[config.mk]
export PLATFORM = sky130hd
export DESIGN_NAME = gpio_reg_master
export DESIGN_NICKNAME = d
export VERILOG_FILES = /design/src/rtl/gpio_reg_master.sv
export SDC_FILE = /design/constraint.sdc
export NUM_CORES = 1
export LEC_CHECK = 0
export CAP_MARGIN = 20
export CORE_MARGIN = 4
export CORE_UTILIZATION = 51
export CTS_CLUSTER_DIAMETER = 30
export CTS_CLUSTER_SIZE = 25
export DETAILED_ROUTE_END_ITERATION = 12
export HOLD_SLACK_MARGIN = 0.02
export MAX_ROUTING_LAYER = met4
export PLACE_DENSITY = 0.89
export SYNTH_ARGS = -nofsm -noshare
export SYNTH_HDL_FRONTEND = slang
export SYNTH_SLANG_ARGS = --single-unit
[constraint.sdc]
create_clock -name clk -period 2.64 [get_ports clk]
set_input_delay 0.792 -clock clk [delete_from_list [all_inputs] [get_ports clk]]
set_output_delay 0.792 -clock clk [all_outputs]
set_load 0.02 [all_outputs]
[src/rtl/gpio_reg_master.sv]
// ============================================================================
// Module   : gpio_reg_master
// Brief    : Command-driven initiator for the GPIO register bus, with atomic
//            SET/CLR/TGL by read-modify-write and one response per command.
// Revision : 1.0
// ============================================================================
`default_nettype none

module gpio_reg_master #(
  parameter int                ADDR_W    = 8,
  parameter int                DATA_W    = 32,
  parameter int                CNT_W     = 16,
  parameter logic [ADDR_W-1:0] DATA_ADDR = 'h00,
  parameter logic [ADDR_W-1:0] DIR_ADDR  = 'h04
) (
  input  logic              clk,
  input  logic              rst_n,
  input  logic              cmd_valid,
  output logic              cmd_ready,
  input  logic [2:0]        cmd_op,
  input  logic [ADDR_W-1:0] cmd_addr,
  input  logic [DATA_W-1:0] cmd_data,
  output logic              rsp_valid,
  input  logic              rsp_ready,
  output logic [DATA_W-1:0] rsp_data,
  output logic              rsp_err,
  output logic              wr_en,
  output logic              rd_en,
  output logic [ADDR_W-1:0] addr,
  output logic [DATA_W-1:0] wdata,
  input  logic [DATA_W-1:0] rdata,
  output logic              busy,
  output logic [CNT_W-1:0]  txn_cnt
);

  localparam logic [1:0] S_IDLE  = 2'd0;
  localparam logic [1:0] S_READ  = 2'd1;
  localparam logic [1:0] S_WRITE = 2'd2;
  localparam logic [1:0] S_RESP  = 2'd3;

  localparam logic [2:0] OP_WRITE = 3'd0;
  localparam logic [2:0] OP_READ  = 3'd1;
  localparam logic [2:0] OP_SET   = 3'd2;
  localparam logic [2:0] OP_CLR   = 3'd3;
  localparam logic [2:0] OP_TGL   = 3'd4;

  logic [1:0]        r_state;
  logic [1:0]        w_next;
  logic [2:0]        r_op;
  logic [ADDR_W-1:0] r_addr;
  logic [DATA_W-1:0] r_data;
  logic [DATA_W-1:0] r_rd_q;
  logic [DATA_W-1:0] r_rsp_data;
  logic              r_rsp_err;
  logic [CNT_W-1:0]  r_txn_cnt;
  logic              w_accept;
  logic              w_acc_err;
  logic              w_hshake;
  logic [DATA_W-1:0] w_wval;

  assign w_accept  = cmd_valid && (r_state == S_IDLE);
  assign w_hshake  = rsp_ready && (r_state == S_RESP);
  // Only READ may target an arbitrary address; writes are limited to DATA/DIR.
  assign w_acc_err = (cmd_op > OP_TGL) ||
                     ((cmd_op != OP_READ) && (cmd_addr != DATA_ADDR) && (cmd_addr != DIR_ADDR));

  always_comb begin
    w_wval = r_data;
    case (r_op)
      OP_SET:  w_wval = r_rd_q | r_data;
      OP_CLR:  w_wval = r_rd_q & ~r_data;
      OP_TGL:  w_wval = r_rd_q ^ r_data;
      default: w_wval = r_data;
    endcase
  end

  always_ff @(posedge clk or negedge rst_n) begin
    if (!rst_n) r_state <= S_IDLE;
    else        r_state <= w_next;
  end

  always_comb begin
    w_next = r_state;
    case (r_state)
      S_IDLE: begin
        if (cmd_valid) begin
          if (w_acc_err)             w_next = S_RESP;
          else if (cmd_op == OP_WRITE) w_next = S_WRITE;
          else                       w_next = S_READ;
        end
      end
      S_READ:  w_next = (r_op == OP_READ) ? S_RESP : S_WRITE;
      S_WRITE: w_next = S_RESP;
      S_RESP:  w_next = rsp_ready ? S_IDLE : S_RESP;
      default: w_next = S_IDLE;
    endcase
  end

  always_comb begin
    cmd_ready = (r_state == S_IDLE);
    busy      = (r_state != S_IDLE);
    rsp_valid = (r_state == S_RESP);
    rd_en     = 1'b0;
    wr_en     = 1'b0;
    addr      = '0;
    wdata     = '0;
    case (r_state)
      S_READ: begin
        rd_en = 1'b1;
        addr  = r_addr;
      end
      S_WRITE: begin
        wr_en = 1'b1;
        addr  = r_addr;
        wdata = w_wval;
      end
      default: ;
    endcase
  end

  always_ff @(posedge clk or negedge rst_n) begin
    if (!rst_n) begin
      r_op       <= '0;
      r_addr     <= '0;
      r_data     <= '0;
      r_rd_q     <= '0;
      r_rsp_data <= '0;
      r_rsp_err  <= 1'b0;
      r_txn_cnt  <= '0;
    end else begin
      if (w_accept) begin
        r_op       <= cmd_op;
        r_addr     <= cmd_addr;
        r_data     <= cmd_data;
        r_rsp_err  <= w_acc_err;
        r_rsp_data <= '0;
      end
      if (r_state == S_READ) begin
        r_rd_q <= rdata;
        if (r_op == OP_READ) r_rsp_data <= rdata;
      end
      if (r_state == S_WRITE) r_rsp_data <= w_wval;
      if (w_hshake) r_txn_cnt <= r_txn_cnt + 1'b1;
    end
  end

  assign rsp_data = r_rsp_data;
  assign rsp_err  = r_rsp_err;
  assign txn_cnt  = r_txn_cnt;

endmodule

`default_nettype wire

==> results.md, run 1 <==
* TritonCTS clock tree: built
* Final WL at 20680 um
* Multi-input logic area at between 3000 and 4000 sq um
* Non-filler cells, final at about 1200
* Post-Syn Area at 7417 sq um
* Die span in y at 128.6 um
* I/O Buffers at 172
* Worst Skew at about 0.012 ns
* Die area at 16540 sq um
* Leakage at 0.004820 uW
* Worst-Skew Late Latency at roughly 0.42 ns
* CP Capture Type: output port
* Overall routing resource usage at 0.2641
* Final worst path period share at 1.071
* Clock buffer depth at 2
* Status: finished with violations
* Placed inst area at about 9600 sq um
* EDFF count, synth at 0
* CTS H-Tree Depth at 4
* Max_cap viols at 0
* FF-to-FF End: rsp_data[4]
* FILL cells at between 900 and 1000
* DR vias at 6499
* Required @ worst endpoint at 1.85 ns
* Yosys cell types at 42
* Worst reg2reg path startpoint: r_state[1]
* GP Congestion at 0.8117
* Seq/Total Area, Yosys at 0.4251
* Width of the die at between 100 and 150 um
* Dpl hpwl at 13680 um
* Syn Area/Cell at approximately 9.6 sq um
* Remaining global-route overflow at 0
* Clk pin slew, worst setup/hold paths at 0.07 ns
* Final Max Slew Viols at 0
* Antenna violations before repair at 0
* Utilization after layout at 0.7366
* Critical setup path kind: reg -> out
* Largest net degree at the start of global routing at 47
* CTS Root Cell: clkbuf_16
* Initial cell density of the core at 0.5282
* Violated checks: setup timing
* Drc violations at 0
* Top FF cell, synth: dfrtp_1
* Design Area, Final at 10340 sq um
* Net count, final at 1125
* Worst Tran Pin Value at 0.4878 ns
* Fin crit period at between 2 and 3 ns
* Min-Delay Path Class: in -> async
* Power density cells at 1323 nW/um^2
* Worst Reg-to-Reg Cells at 8
* Crit Path Max Fanout at 6
* Placed Instances at 1122
* Final setup viols at 32
* Endpoints failing hold at 0
* Max-Slew Margin vs Limit at 0.6748
* I/O pin cnt at 173
* Core Area at 14040 sq um
* Mapped Cells at 776
* Routed Antenna Nets at 0
* CP Launch Type: register
* Number of hold buffers added after CTS at 0
* Worst vdd ir at 0.9672 mV
* Vias per inst at 5.559
* Area Growth Syn to Fin at 39.46%
* TritonCTS sink count at 126
* Synthesis-stage register bit count at 126
* First-pass GRT wire length at 33780 um
* CTS buffer count at 17
* N_diodes at 0
* Routed wire per std cell at 17.69 um
* RSZ-0062 raised after global routing: true
* Worst Path Arrival at roughly 2.0 ns
* Syn. warnings at 0
* Max Fclk at between 0.3 and 0.4 GHz
* Synth async-reset ratio at 1.000
* Vias in the first global route at 6877
* Worst setup path start: r_op[1]
* Reg2Reg Setup Slack at 0.46 ns
* Worst setup path endpoint: wdata[21]
* Layout cells sized above 1 at 0.2123
* DR pass1 iterations at 5
* Syn_nets at slightly above 900
* Starting DRC count in detailed routing at around 470
* Reg area at 3154 sq um
* Row count at 43
* Worst setup margin at -0.1885 ns
==> how the worst min path moves through the flow <==
stage | endpoint | slack (ns) | depth (start not counted)
final | r_data[30] | 0.33 | 1
after floorplan | r_addr[0] | 0.47 | 1
after detailed placement | txn_cnt[15] | 0.47 | 1
after global routing | r_data[23] | 0.36 | 1
after global placement | txn_cnt[15] | 0.46 | 1
after CTS | rsp_data[27] | 0.33 | 1
==> cell usage after synthesis, types with 12 or more instances <==
cell type / n / share of area
inv_1: 70 / 0.035
nor3_1: 12 / 0.0081
o21ai_0: 56 / 0.038
nand2_1: 52 / 0.026
nor2b_1: 53 / 0.045
dfrtp_1: 126 / 0.43
o211ai_1: 18 / 0.018
mux2_2: 44 / 0.067
clkbuf_1: 30 / 0.015
buf_2: 14 / 0.0094
o22ai_1: 25 / 0.021
ha_1: 70 / 0.12
a21oi_1: 33 / 0.022
nor2_1: 52 / 0.026
and3_1: 33 / 0.028
==> stage by stage <==
step                hold slack, ns  TNS [ns]  total power [uW]  worst slack [ns]
floorplan                   0.4713         0              7884            0.1434
global placement            0.4577    -2.823             10640           -0.1539
detailed placement          0.4662    -3.939             10900           -0.1938
CTS                         0.3348    -4.358             13740           -0.1867
global route                0.3591    -6.225             14680           -0.2585
finish                      0.3338    -3.666             13680           -0.1885
==> layout make-up <==
class | instances | share of cell area
Clock buffer | 17 | 0.04113
Clock inverter | 15 | 0.01488
Inverter | 70 | 0.02540
Multi-Input combinational cell | 532 | 0.3789
Sequential cell | 126 | 0.3049
Tap cell | 180 | 0.02177
Timing Repair Buffer | 229 | 0.2130
==> layout by cell type (no fill, tap or decap), drive strengths merged, types with 4 or more instances in the layout <==
cell	n
nand2b	4
buf	90
and3	33
nand3	6
inv	78
a221oi	7
nand2	52
clkinv	4
ha	70
mux2	44
xor2	5
and2	8
o22ai	25
dfrtp	126
xnor2	10
o21ai	62
a21oi	33
nor2b	53
o211ai	28
a211oi	8
nor3	12
clkbuf	26
nor2	52
clkdlybuf4s50	127
==> repair_timing <==
item | in CTS | in global routing
resized for setup | 205 | 26
setup buffers | 14 | 3
pin swaps | 2 | 6
setup endpoints to repair | 43 | 42
gates cloned | 2 | 0
==> power breakdown <==
group / leakage, uW / internal, uW / switching, uW / total, uW
Clock: 0.000281 / 1330 / 990 / 2320
Sequential: 0.00155 / 2830 / 569 / 3400
Combinational: 0.00299 / 3690 / 4270 / 7960
==> worst max-delay path, cell delays in order (launching register included) <==
cell,delay (ns)
dfrtp_1,0.41
buf_6,0.14
nor3b_4,0.27
buf_12,0.16
buf_8,0.11
nor3_2,0.05
a221oi_2,0.23
nor2b_1,0.09
buf_4,0.17
==> state kept, by name (all words and copies together) (netlist names) <==
register and count:
rsp_data 32, r_state 2, r_rd_q 32, rsp_err 1, r_data 32, r_op 3, txn_cnt 16, r_addr 8
==> cells by family (layout without fill, tap and decap cells) <==
| kind of cell | Yosys count | in the layout | share of synthesized area |
|---|---|---|---|
| and+or+nand+nor | 236 | 236 | 0.1655 |
| AOI/OAI and AO/OA | 167 | 167 | 0.1412 |
| DFF | 126 | 126 | 0.4251 |
| buffers and inverters | 118 | 331 | 0.06562 |
| adders and majority gates | 70 | 70 | 0.1181 |
| muxes | 44 | 44 | 0.06680 |
| xor gates and xnor gates | 15 | 15 | 0.01771 |
==> layer usage <==
metal / part of all wire / track usage
met1: 0.43 / 0.3293
met2: 0.49 / 0.4263
met3: 0.060 / 0.05936
met4: 0.018 / 0.09080
met5: 0 / -
Power figures use the tool's default switching activity.
==> run 2: changes to the inputs <==
ABC_AREA = 1   (was default)
REMOVE_ABC_BUFFERS = 1   (was default)
==> run 2 against run 1 <==
Against the previous run:
- the flow still finishes with violations (setup timing)
- register-to-register slack improved by 0.06 ns
- synthesized cell count rose by 33%
- synthesized area rose by 2.6%
- flip-flop and latch count did not move
- clock power rose by 5%
- die area rose by 2.4%
- non-clock buffer count rose by 10
- combinational power rose by 16%
==> results.md, run 2 <==
* Max-Slew Margin vs Limit at 0.4874
* Top FF cell, synth: dfrtp_1
* DR vias at 7643
* Width of the die at 130.1 um
* Synth area leader: dfrtp_1
* Net count, final at 1396
* Fin crit period at ~2.8 ns
* Largest net degree at the start of global routing at 66
* Max Fclk at 0.3611 GHz
* Status: finished with violations
* Required @ worst endpoint at 1.85 ns
* Post-Syn Area at 7609 sq um
* Final worst path period share at 1.049
* Routed wire per std cell at 15.84 um
* Worst Skew at ~0.0067 ns
* Dpl hpwl at 14620 um
* Most frequent cells in the layout: nand2_1 (289), inv_1 (172), clkdlybuf4s50_1 (127)
* TritonCTS sink count at approximately 130
* Final Max Slew Viols at 0
* Worst vdd ir at 0.7532 mV
* Mapped Cells at 1035
* WHS at 0.3699 ns
* Area Growth Syn to Fin at 44.63%
* Setup TNS at -1.410 ns
* Utilization after layout at 0.7543
* Syn Area/Cell at between 7 and 8 sq um
* Top-count cell post-synth: nand2_1
* Vias per inst at 5.293
* Antenna violations before repair at 0
* Drc violations at 0
* Synth async-reset ratio at 1.000
* Initial cell density of the core at 0.5215
* Placed Instances at around 1400
* I/O pin cnt at 173
* CTS H-Tree Depth at 4
* CTS buffer count at 17
* GP Congestion at 0.8662
* EDFF count, synth at 0
* Worst Path Arrival at 1.98 ns
* Max_cap viols at 0
* First-pass GRT wire length at 36950 um
* Min-Delay Path Class: in -> async
* Clk pin slew, worst setup/hold paths at 0.06 ns
* DR pass1 iterations at 5
* Crit Path Max Fanout at 4
* Seq/Total Area, Yosys at 0.4144
* RSZ-0062 raised after global routing: true
* I/O Buffers at ~170
* TritonCTS clock tree: built
* Worst Reg-to-Reg Cells at 8
* Post-synth top cells: nand2_1 (317), inv_1 (190), dfrtp_1 (126)
* Syn. warnings at 0
* Worst-Skew Late Latency at 0.43 ns
* Endpoints failing hold at 0
* Starting DRC count in detailed routing at about 460
* Leakage at 0.005853 uW
* Top-area cell type share of the netlist area at 0.4144
* Clock buffer depth at 2
* Yosys cell types at 27
* Row count at 44
* Overall routing resource usage at 0.2834
* Place WS at -0.04383 ns
* Synthesis-stage register bit count at roughly 130
* Critical setup path kind: reg -> out
* Vias in the first global route at 7845
* Die span in y at 130.1 um
* Number of hold buffers added after CTS at 0
* Most common cell after layout, fill and taps aside: nand2_1
* CTS Root Cell: clkbuf_16
* Core Area at 14590 sq um
* Die area at around 17000 sq um
* FILL cells at 956
* Power density cells at 1369 nW/um^2
* CP Capture Type: output port
* Violated checks: setup timing
* Largest cells by area after synthesis: dfrtp_1 (41%), nand2_1 (16%), ha_1 (12%)
* CP Launch Type: register
* Remaining global-route overflow at 0
* Worst setup margin at -0.1293 ns
* Layout cells sized above 1 at 0.1754
* Final WL at 22870 um
* Final setup viols at 27
* Routed Antenna Nets at 0
* Worst Tran Pin Value at 0.7668 ns
* Non-filler cells, final at between 1000 and 1500
* N_diodes at 0
[run 2: changes by cell type in the layout (fill, tap and decap cells not counted), sizes merged, moves of 27 or more]
cell / delta
nand2: +269
inv: +115
o21ai: +79
o211ai: -27
mux2: -43
and3: -33
nor2b: -53
[run 2: final timing paths]
check / startpoint / endpoint / slack (ns)
min reg2reg: r_addr[2] / r_addr[2] / 0.48
max: r_op[2] / wdata[14] / -0.13
min: rst_n / r_data[28] / 0.37
max in group asynchronous: rst_n / rsp_data[18] / 1.58
max reg2reg: r_state[1] / rsp_data[23] / 0.52
min in group clk: r_addr[2] / r_addr[2] / 0.48
[run 2: metrics by stage]
stage,power [uW],instance area (sq um)
2_1_floorplan,7630,7393
3_3_place_gp,10600,9768
3_5_place_dp,10870,9768
4_1_cts,14490,10810
5_1_grt,16220,11000
6_report,15070,11000
[run 2: cell families (layout without fill, tap and decap cells)]
group,Yosys count,in the layout,synth area share
AOI/OAI and AO/OA,183,183,0.1212
xor gates and xnor gates,11,11,0.01266
adders and majority gates,70,70,0.1151
buffers and inverters,240,464,0.1235
DFF,126,126,0.4144
muxes,1,1,0.001480
and+or+nand+nor,404,405,0.2116
[run 2: final cells by class]
type	count	area (sq um)	share of cell area
Clock buffer	21	470.5	0.04275
Clock inverter	11	138.9	0.01262
Inverter	193	732.0	0.06652
Multi-Input combinational cell	670	3745	0.3403
Sequential cell	126	3156	0.2868
Tap cell	184	230.2	0.02092
Timing Repair Buffer	239	2532	0.2301
[run 2: critical path: stages, from the launching register on]
cell and delay, ns:
dfrtp_1 0.40, inv_2 0.07, nand2_4 0.16, nand2_8 0.10, buf_12 0.15, buf_12 0.12, buf_16 0.12, o21ai_2 0.10
inv_1 0.06, nand2_1 0.08, inv_1 0.06, buf_6 0.12
[run 2: timing repair]
action / in CTS / in global routing
cloned: 8 / 1
resized for setup: 222 / 99
setup endpoints to repair: 44 / 42
pin swaps: 23 / 27
setup buffers: 14 / 11
[run 2: report_power, final]
part | switching, uW | internal (uW) | leakage, uW
Clock | 882 | 1550 | 0.000299
Combinational | 5220 | 4060 | 0.00399
Sequential | 547 | 2810 | 0.00156
Total | 6650 | 8420 | 0.00585
[run 2: per-layer routing]
| layer | vias to the layer above | wire [um] | track usage | share of wire |
|---|---|---|---|---|
| met4 | 0 | 681 | 0.1131 | 0.030 |
| met1 | 3589 | 9043 | 0.3406 | 0.40 |
| met5 | - | 0 | - | 0 |
| met2 | 356 | 11320 | 0.4650 | 0.49 |
| met3 | 72 | 1826 | 0.06140 | 0.080 |
| li1 | 3626 | - | - | - |
